<file path="src/rtl/lmac_tx_arbiter.sv">
// lmac_tx_arbiter: packet-granular round-robin arbiter in front of the LMAC TX FIFO write port.
// Ports: clk/reset, arb_en, req_valid/req_data/req_eop/req_ready (per requester), tx_mac_full/
// tx_mac_usedw (FIFO status), tx_mac_wr/tx_mac_data (registered write), grant_id, busy,
// err_clr/pkt_len_err (sticky over-length flag), pkt_cnt (forwarded packet count).
module lmac_tx_arbiter #(
    parameter int          NREQ         = 2,
    parameter logic [12:0] START_THRESH = 13'd6000,
    parameter logic [12:0] FULL_THRESH  = 13'd8180,
    parameter logic [15:0] MAX_WORDS    = 16'd1152
) (
    input  logic                 clk,
    input  logic                 reset,
    input  logic                 arb_en,
    input  logic [NREQ-1:0]      req_valid,
    input  logic [64*NREQ-1:0]   req_data,
    input  logic [NREQ-1:0]      req_eop,
    output logic [NREQ-1:0]      req_ready,
    input  logic                 tx_mac_full,
    input  logic [12:0]          tx_mac_usedw,
    output logic                 tx_mac_wr,
    output logic [63:0]          tx_mac_data,
    output logic [1:0]           grant_id,
    output logic                 busy,
    input  logic                 err_clr,
    output logic                 pkt_len_err,
    output logic [31:0]          pkt_cnt
);

    typedef enum logic [1:0] {
        IDLE = 2'd0,
        XFER = 2'd1,
        DROP = 2'd2
    } state_t;

    state_t      state_q, state_d;
    logic [1:0]  grant_q, grant_d;
    logic [1:0]  rr_ptr_q, rr_ptr_d;
    logic [15:0] wcnt_q, wcnt_d;
    logic        wr_q, wr_d;
    logic [63:0] data_q, data_d;
    logic        err_q, err_d;
    logic [31:0] cnt_q, cnt_d;

    logic        g_valid;
    logic        g_eop;
    logic [63:0] g_data;
    logic        room;
    logic [1:0]  g_next;
    logic [1:0]  pick;
    logic        found;

    // Word presented by the currently granted requester.
    always_comb begin
        g_valid = 1'b0;
        g_eop   = 1'b0;
        g_data  = '0;
        for (int i = 0; i < NREQ; i++) begin
            if (grant_q == 2'(i)) begin
                g_valid = req_valid[i];
                g_eop   = req_eop[i];
                g_data  = req_data[64*i +: 64];
            end
        end
    end

    // Round-robin pick: first valid at or above rr_ptr, else wrap to the lowest valid.
    always_comb begin
        found = 1'b0;
        pick  = rr_ptr_q;
        for (int i = 0; i < NREQ; i++) begin
            if (!found && req_valid[i] && (2'(i) >= rr_ptr_q)) begin
                found = 1'b1;
                pick  = 2'(i);
            end
        end
        for (int i = 0; i < NREQ; i++) begin
            if (!found && req_valid[i]) begin
                found = 1'b1;
                pick  = 2'(i);
            end
        end
    end

    assign room   = !tx_mac_full && (tx_mac_usedw < FULL_THRESH);
    assign g_next = (grant_q == 2'(NREQ-1)) ? 2'd0 : grant_q + 2'd1;

    always_comb begin
        state_d   = state_q;
        grant_d   = grant_q;
        rr_ptr_d  = rr_ptr_q;
        wcnt_d    = wcnt_q;
        wr_d      = 1'b0;
        data_d    = data_q;
        cnt_d     = cnt_q;
        // A set event later in this block overrides the clear.
        err_d     = err_clr ? 1'b0 : err_q;
        req_ready = '0;

        unique case (state_q)
            IDLE: begin
                if (arb_en && found && (tx_mac_usedw < START_THRESH)) begin
                    state_d = XFER;
                    grant_d = pick;
                end
            end
            XFER: begin
                for (int i = 0; i < NREQ; i++) begin
                    req_ready[i] = (grant_q == 2'(i)) && room;
                end
                if (g_valid && room) begin
                    wr_d   = 1'b1;
                    data_d = g_data;
                    wcnt_d = wcnt_q + 16'd1;
                    if (g_eop) begin
                        state_d  = IDLE;
                        rr_ptr_d = g_next;
                        cnt_d    = cnt_q + 32'd1;
                        wcnt_d   = '0;
                    end else if (wcnt_q + 16'd1 == MAX_WORDS) begin
                        state_d = DROP;
                        err_d   = 1'b1;
                    end
                end
            end
            DROP: begin
                // Tail of an over-length packet is drained and discarded.
                for (int i = 0; i < NREQ; i++) begin
                    req_ready[i] = (grant_q == 2'(i));
                end
                if (g_valid && g_eop) begin
                    state_d  = IDLE;
                    rr_ptr_d = g_next;
                    wcnt_d   = '0;
                end
            end
            default: begin
                state_d = IDLE;
            end
        endcase
    end

    always_ff @(posedge clk or posedge reset) begin
        if (reset) begin
            state_q  <= IDLE;
            grant_q  <= '0;
            rr_ptr_q <= '0;
            wcnt_q   <= '0;
            wr_q     <= 1'b0;
            data_q   <= '0;
            err_q    <= 1'b0;
            cnt_q    <= '0;
        end else begin
            state_q  <= state_d;
            grant_q  <= grant_d;
            rr_ptr_q <= rr_ptr_d;
            wcnt_q   <= wcnt_d;
            wr_q     <= wr_d;
            data_q   <= data_d;
            err_q    <= err_d;
            cnt_q    <= cnt_d;
        end
    end

    assign tx_mac_wr   = wr_q;
    assign tx_mac_data = data_q;
    assign grant_id    = grant_q;
    assign busy        = (state_q != IDLE);
    assign pkt_len_err = err_q;
    assign pkt_cnt     = cnt_q;

endmodule

</file>
<file path="config.mk">
export PLATFORM = sky130hd
export DESIGN_NAME = lmac_tx_arbiter
export DESIGN_NICKNAME = d
export VERILOG_FILES = /design/src/rtl/lmac_tx_arbiter.sv
export SDC_FILE = /design/constraint.sdc
export NUM_CORES = 1
export LEC_CHECK = 0
export BUFFER_PORTS_ARGS = -buffer_cell sky130_fd_sc_hd__buf_2
export CAP_MARGIN = 20
export CORE_UTILIZATION = 53
export DETAILED_ROUTE_END_ITERATION = 7
export GPL_ROUTABILITY_DRIVEN = 0
export PLACE_DENSITY = 0.88
export SYNTH_ARGS = -nofsm -noshare
export SYNTH_HDL_FRONTEND = slang
export SYNTH_SLANG_ARGS = --single-unit
</file>
<file path="constraint.sdc">
create_clock -name clk -period 5.6 [get_ports clk]
set_clock_uncertainty 0.1 [all_clocks]
set_input_delay 0.28 -clock clk [delete_from_list [all_inputs] [get_ports clk]]
set_output_delay 0.28 -clock clk [all_outputs]
set_load 0.05 [all_outputs]
</file>
Yosys cells after proc, flatten, opt, wreduce, memory -nomap -nowiden
Cells that the tools add are included.
{ "totals": {"inputBits": 150, "output_inout_bits": 103, "regBits": 120, "wordCells": 87} }
{ "op_classes": {"n_reduce_logical": 26, "addsub": 3, "magnitude_cmp": 4, "eq_ne": 9, "mux": 37} }
{ "ops": {"columns": ["op", "n"], "rows": [
  ["$mux W64", 2],
  ["$mux W16", 3],
  ["$add A32 B1 Y32 const B", 1],
  ["$pmux W16 S2", 1],
  ["$lt A13 B13 Y1 const B", 2],
  ["$mux W2", 13],
  ["$add A16 B1 Y16 const B", 1],
  ["$eq A16 B11 Y1 const B", 1],
  ["$mux W1", 15],
  ["$logic_and A1 B1 Y1", 12],
  ["$ne A2 B2 Y1 const B", 4],
  ["$pmux W2 S2", 2],
  ["$reduce_and A4 Y1", 2],
  ["$pmux W2 S3", 1],
  ["$reduce_and A3 Y1", 2],
  ["$eq A2 B1 Y1 const B", 2],
  ["$ge A1 B2 Y1 const A", 2],
  ["$logic_not A1 Y1", 4],
  ["$logic_not A2 Y1", 2],
  ["$reduce_and A2 Y1", 2],
  ["$reduce_bool A2 Y1", 2],
  ["$ne A3 B3 Y1 const B", 1],
  ["$add A2 B1 Y2 const B", 1],
  ["$eq A2 B2 Y1 const B", 1]
]} }

Logic depth before layout (Yosys ltp)
{ "depth": {"word_depth": 17, "ltp_mapped": 9, "mapped_depth_nobuf": 7} }

Worst setup path before layout
No wires, ideal clock.
{ "synth_path": {"path_kind": "register to output", "startpoint": "reg grant_q[0] (netlist: grant_id[0])", "endpoint": "out req_ready[1]", "path_buffers": 3, "stages_incl_launch_ff": 6, "required_time_ns": 5.220, "arrival_ns": 2.478, "slack_ns": 2.742, "cell_sequence": "dfrtp_1 -> buf_4 -> clkbuf_1 -> buf_1 -> inv_1 -> nor2_1"} }
{ "synth_between": {"elab_chain_len": 3} }
{ "synth_lines": {"columns": ["element", "line", "rtl"], "rows": [
  ["from (decl)", "36", "logic [1:0] grant_q, grant_d;"],
  ["from (signal assigned)", "154", "grant_q <= grant_d;"],
  ["$eq A2 B1 Y1 *", "108, 128", null],
  ["$logic_and A1 B1 Y1", "108", "req_ready[i] = (grant_q == 2'(i)) && room;"],
  ["$pmux W2 S2 *", "99", "unique case (state_q)"],
  ["to (decl)", "17", "output logic [NREQ-1:0] req_ready,"]
]} }
Every way passes the cells marked *; elsewhere a longest branch is shown, timed or not.

Final worst setup path
{ "layout_path": {"startpoint": "reg grant_q[0] (netlist: grant_id[0])", "endpoint": "reg data_q[52] (netlist: tx_mac_data[52])"} }
{ "layout_between": {"elab_chain_len": 5, "word_cells_on_any_way": 8, "cone_classes": "1 x eq/ne; 4 x mux; 3 x reduce/logical"} }
{ "layout_lines": {"columns": ["element", "line", "rtl"], "rows": [
  ["$logic_not A2 Y1", "58", "if (grant_q == 2'(i)) begin"],
  ["$mux W1 (2 in series)", "58", null],
  ["$logic_and A1 B1 Y1", "110", "if (g_valid && room) begin"],
  ["$reduce_and A2 Y1 (no line)", null, null],
  ["to (signal assigned)", "158", "data_q <= data_d;"],
  ["to (decl)", "40", "logic [63:0] data_q, data_d;"]
]} }
Parallel ways exist; a longest one is shown, timed or not.
A chain may end at the register's enable or synchronous reset.

==> results.txt <==
status: finished clean
Worst setup SP type: register
overall die height: 110 µm
Port Buffers: 250
Post-synth top cells: 120 x dfrtp_1, 94 x nand2_1, 72 x mux2i_1
critical-path cell list: mux2i_1 > or2_1 > nor3_1 > nand2_4 > buf_4 > o31ai_1
vias: 5622
initial antenna violation count: 1
Post-synth EDFFs: 0
H-tree levels: 4
Final setup viols: 0
Final Cell Area: 8130 µm²
total wire length after detailed routing: 15800 µm
largest net degree at the start of global routing: 74
Lkg Pwr: 0.00428 µW
Initial DRC Count: 445
Final Max Tran Viols: 0
layout cells sized above 1: 0.343
final-report hold violation count: 0
area grow syn2layout: 32.0%
core area: 11400 µm²
register-to-register setup slack: 2.56 ns
clk buf depth: 2
HP Class: in2reg
DIE AREA: 12100 µm²
slew of the pin with the lowest slew margin: 1.05 ns
Worst VDD drop: 0.381 mV
Pwr Density: 531 nW/µm²
post-CTS setup buffers: 0
WP buf/inv: 1
Syn Inst Count: 607
Inserted Clock Buffers: 17
Place WS: 2.57 ns
hold depth: 3
Clk Latency, worst-skew pair: 0.42 ns
Starting Density: 0.542
Synth Area per Inst: 10.1 µm²
RSZ-0062 raised after global routing: no
GRT Total Usage: 0.265
Required @ worst endpoint: 5.81 ns
post-synthesis sequential area ratio: 0.488
Post-CTS Resized: 0
syn_nets: 763
top-area cell type share of the netlist area: 0.488
Cell Area, Synth: 6160 µm²
DR vias/cell: 5.63
1st-pass router iterations: 6
Placed Instance Area: 7490 µm²
Die W: 110 µm
placed insts: 966
Slew headroom: 0.298
FF-to-FF path depth: 6
grt ovf: 0
IO Pins: 253
hold slack: 0.0877 ns
Post-DRT Antenna Nets: 0
Post-synth top flop: dfrtp_1
TritonCTS clock tree: built
fmax: 329 MHz
Synth warnings: 0
Max Cap Viol: 0
DRC errors left: 0
dominant cells by area after synthesis: dfrtp_1 49%, mux2i_1 12%, o31ai_1 7.9%
top cell type by total area after synthesis: dfrtp_1
Max FO, Critical Path: 73
WL per Instance: 15.8 µm
nets: 1000
fin crit period: 3.04 ns
Yosys reg bits: 120
CTS Root Cell: clkbuf_16
vias in the first global route: 4994
setup TNS: 0 ns
first-pass GRT wire length: 24400 µm
Worst setup EP type: register
Site Rows: 39
cell with the most instances after synthesis: dfrtp_1
Levels on crit path: 6
fin crit share: 0.543
critical setup path kind: reg2reg
Crit path max-delay family: simple AND/OR/NAND/NOR gates
Worst EP arrival: 3.25 ns
clock slew at reported path FFs: 0.05 ns
CP peak stage delay: 0.74 ns
FFs w/ async S/R, synth: 1.00
slowest CP cell: dfrtp_4
DP HPWL: 11100 µm
worst setup margin: 2.56 ns
CTS sink cnt: 120
post-synthesis cell type count: 46
Layout Cells excl Fill: 999
report_power, final:
group	total (µW)	switching, µW	internal, µW	leakage, µW
Sequential	1300	187	1110	0.00157
Combinational	1870	1350	521	0.00241
Clock	1140	373	771	0.000305
Total	4320	1910	2400	0.00428
cells by family after synthesis:
| group | Yosys count | synth area share |
|---|---|---|
| AND/OR/NAND/NOR | 192 | 0.153 |
| AO/OA/AOI/OAI | 121 | 0.137 |
| flip-flops | 120 | 0.488 |
| multiplexers | 75 | 0.122 |
| buffers and inverters | 56 | 0.0351 |
| XOR/XNOR | 37 | 0.0526 |
| adder cells (fa/ha/maj) | 6 | 0.0122 |
cell usage in the layout (no fill, tap or decap), types with 2 or more instances in the layout:
| cell | instances |
|---|---|
| and3_1 | 8 |
| inv_1 | 16 |
| nand3_1 | 22 |
| o21ai_1 | 2 |
| dfrtp_1 | 118 |
| clkbuf_8 | 3 |
| bufinv_16 | 4 |
| a211oi_1 | 4 |
| buf_2 | 250 |
| o211ai_1 | 4 |
| mux2_2 | 3 |
| a311oi_1 | 2 |
| nand3b_1 | 4 |
| ha_1 | 6 |
| xnor2_1 | 30 |
| clkinv_2 | 4 |
| clkbuf_16 | 17 |
| a21o_1 | 2 |
| nand2_1 | 93 |
| or3_1 | 3 |
| nor2_1 | 12 |
| and2_1 | 6 |
| o21ai_0 | 12 |
| and4_1 | 9 |
| dlygate4sd3_1 | 2 |
| o22ai_1 | 2 |
| nor2b_1 | 2 |
| nor3_1 | 8 |
| o31ai_1 | 65 |
| buf_4 | 5 |
| xor2_1 | 7 |
| mux2i_1 | 72 |
| a21oi_1 | 13 |
| nor4_1 | 3 |
| nand4_1 | 16 |
| a31oi_1 | 5 |
| a22o_1 | 3 |
final timing paths:
path / startpoint / to
setup / recovery: grant_id[0] / tx_mac_data[52]
hold / removal: req_data[44] / tx_mac_data[44]
setup reg to reg: grant_id[0] / tx_mac_data[52]
hold reg to reg: tx_mac_data[37] / tx_mac_data[37]
max in group asynchronous: reset / grant_id[0]
min in group asynchronous: reset / tx_mac_data[2]
per-stage QoR:
stage | power, µW | utilization
floorplan | 2720 | -
global placement | 3140 | 0.659
detailed placement | 3180 | 0.659
CTS | 4340 | 0.715
global route | 4520 | 0.715
finish | 4320 | 0.715
sequential cells by signal, summed over array words and instances, names as in the netlist:
signal	flops
wcnt_q	16
state_q	2
pkt_cnt	32
tx_mac_data	64
tx_mac_wr	1
rr_ptr_q	2
grant_id	2
pkt_len_err	1
timing repair:
item / CTS / global route
setup endpoints to repair: 0 / 0
hold buffers: 2 / 0
endpoints found under the hold margin: 54 / 0
worst register-to-register path, delay by kind of cell, from the launching register on:
family                 cells  cell delay (ns)
multiplexers               1             0.14
flip-flops                 1             0.74
buffers and inverters      1             0.50
AO/OA/AOI/OAI              1             0.36
AND/OR/NAND/NOR            3             1.10
cell type report:
type	instances	area, µm²
clock buffers	21	470
multi-input cells	431	2950
clock inverters	9	148
inverters	17	66.3
diodes	1	2.50
repair buffers	257	1310
well taps	143	179
fillers	843	3240
flip-flops and latches	120	3010
layer usage:
metal  GRT usage  vias up  share of wire
li1            -     2671              -
met4       0.128        0          0.025
met2       0.427      220           0.50
met5           0        -              0
met3      0.0658       35          0.065
met1       0.332     2696           0.41
(Power assumes the default switching activity.)
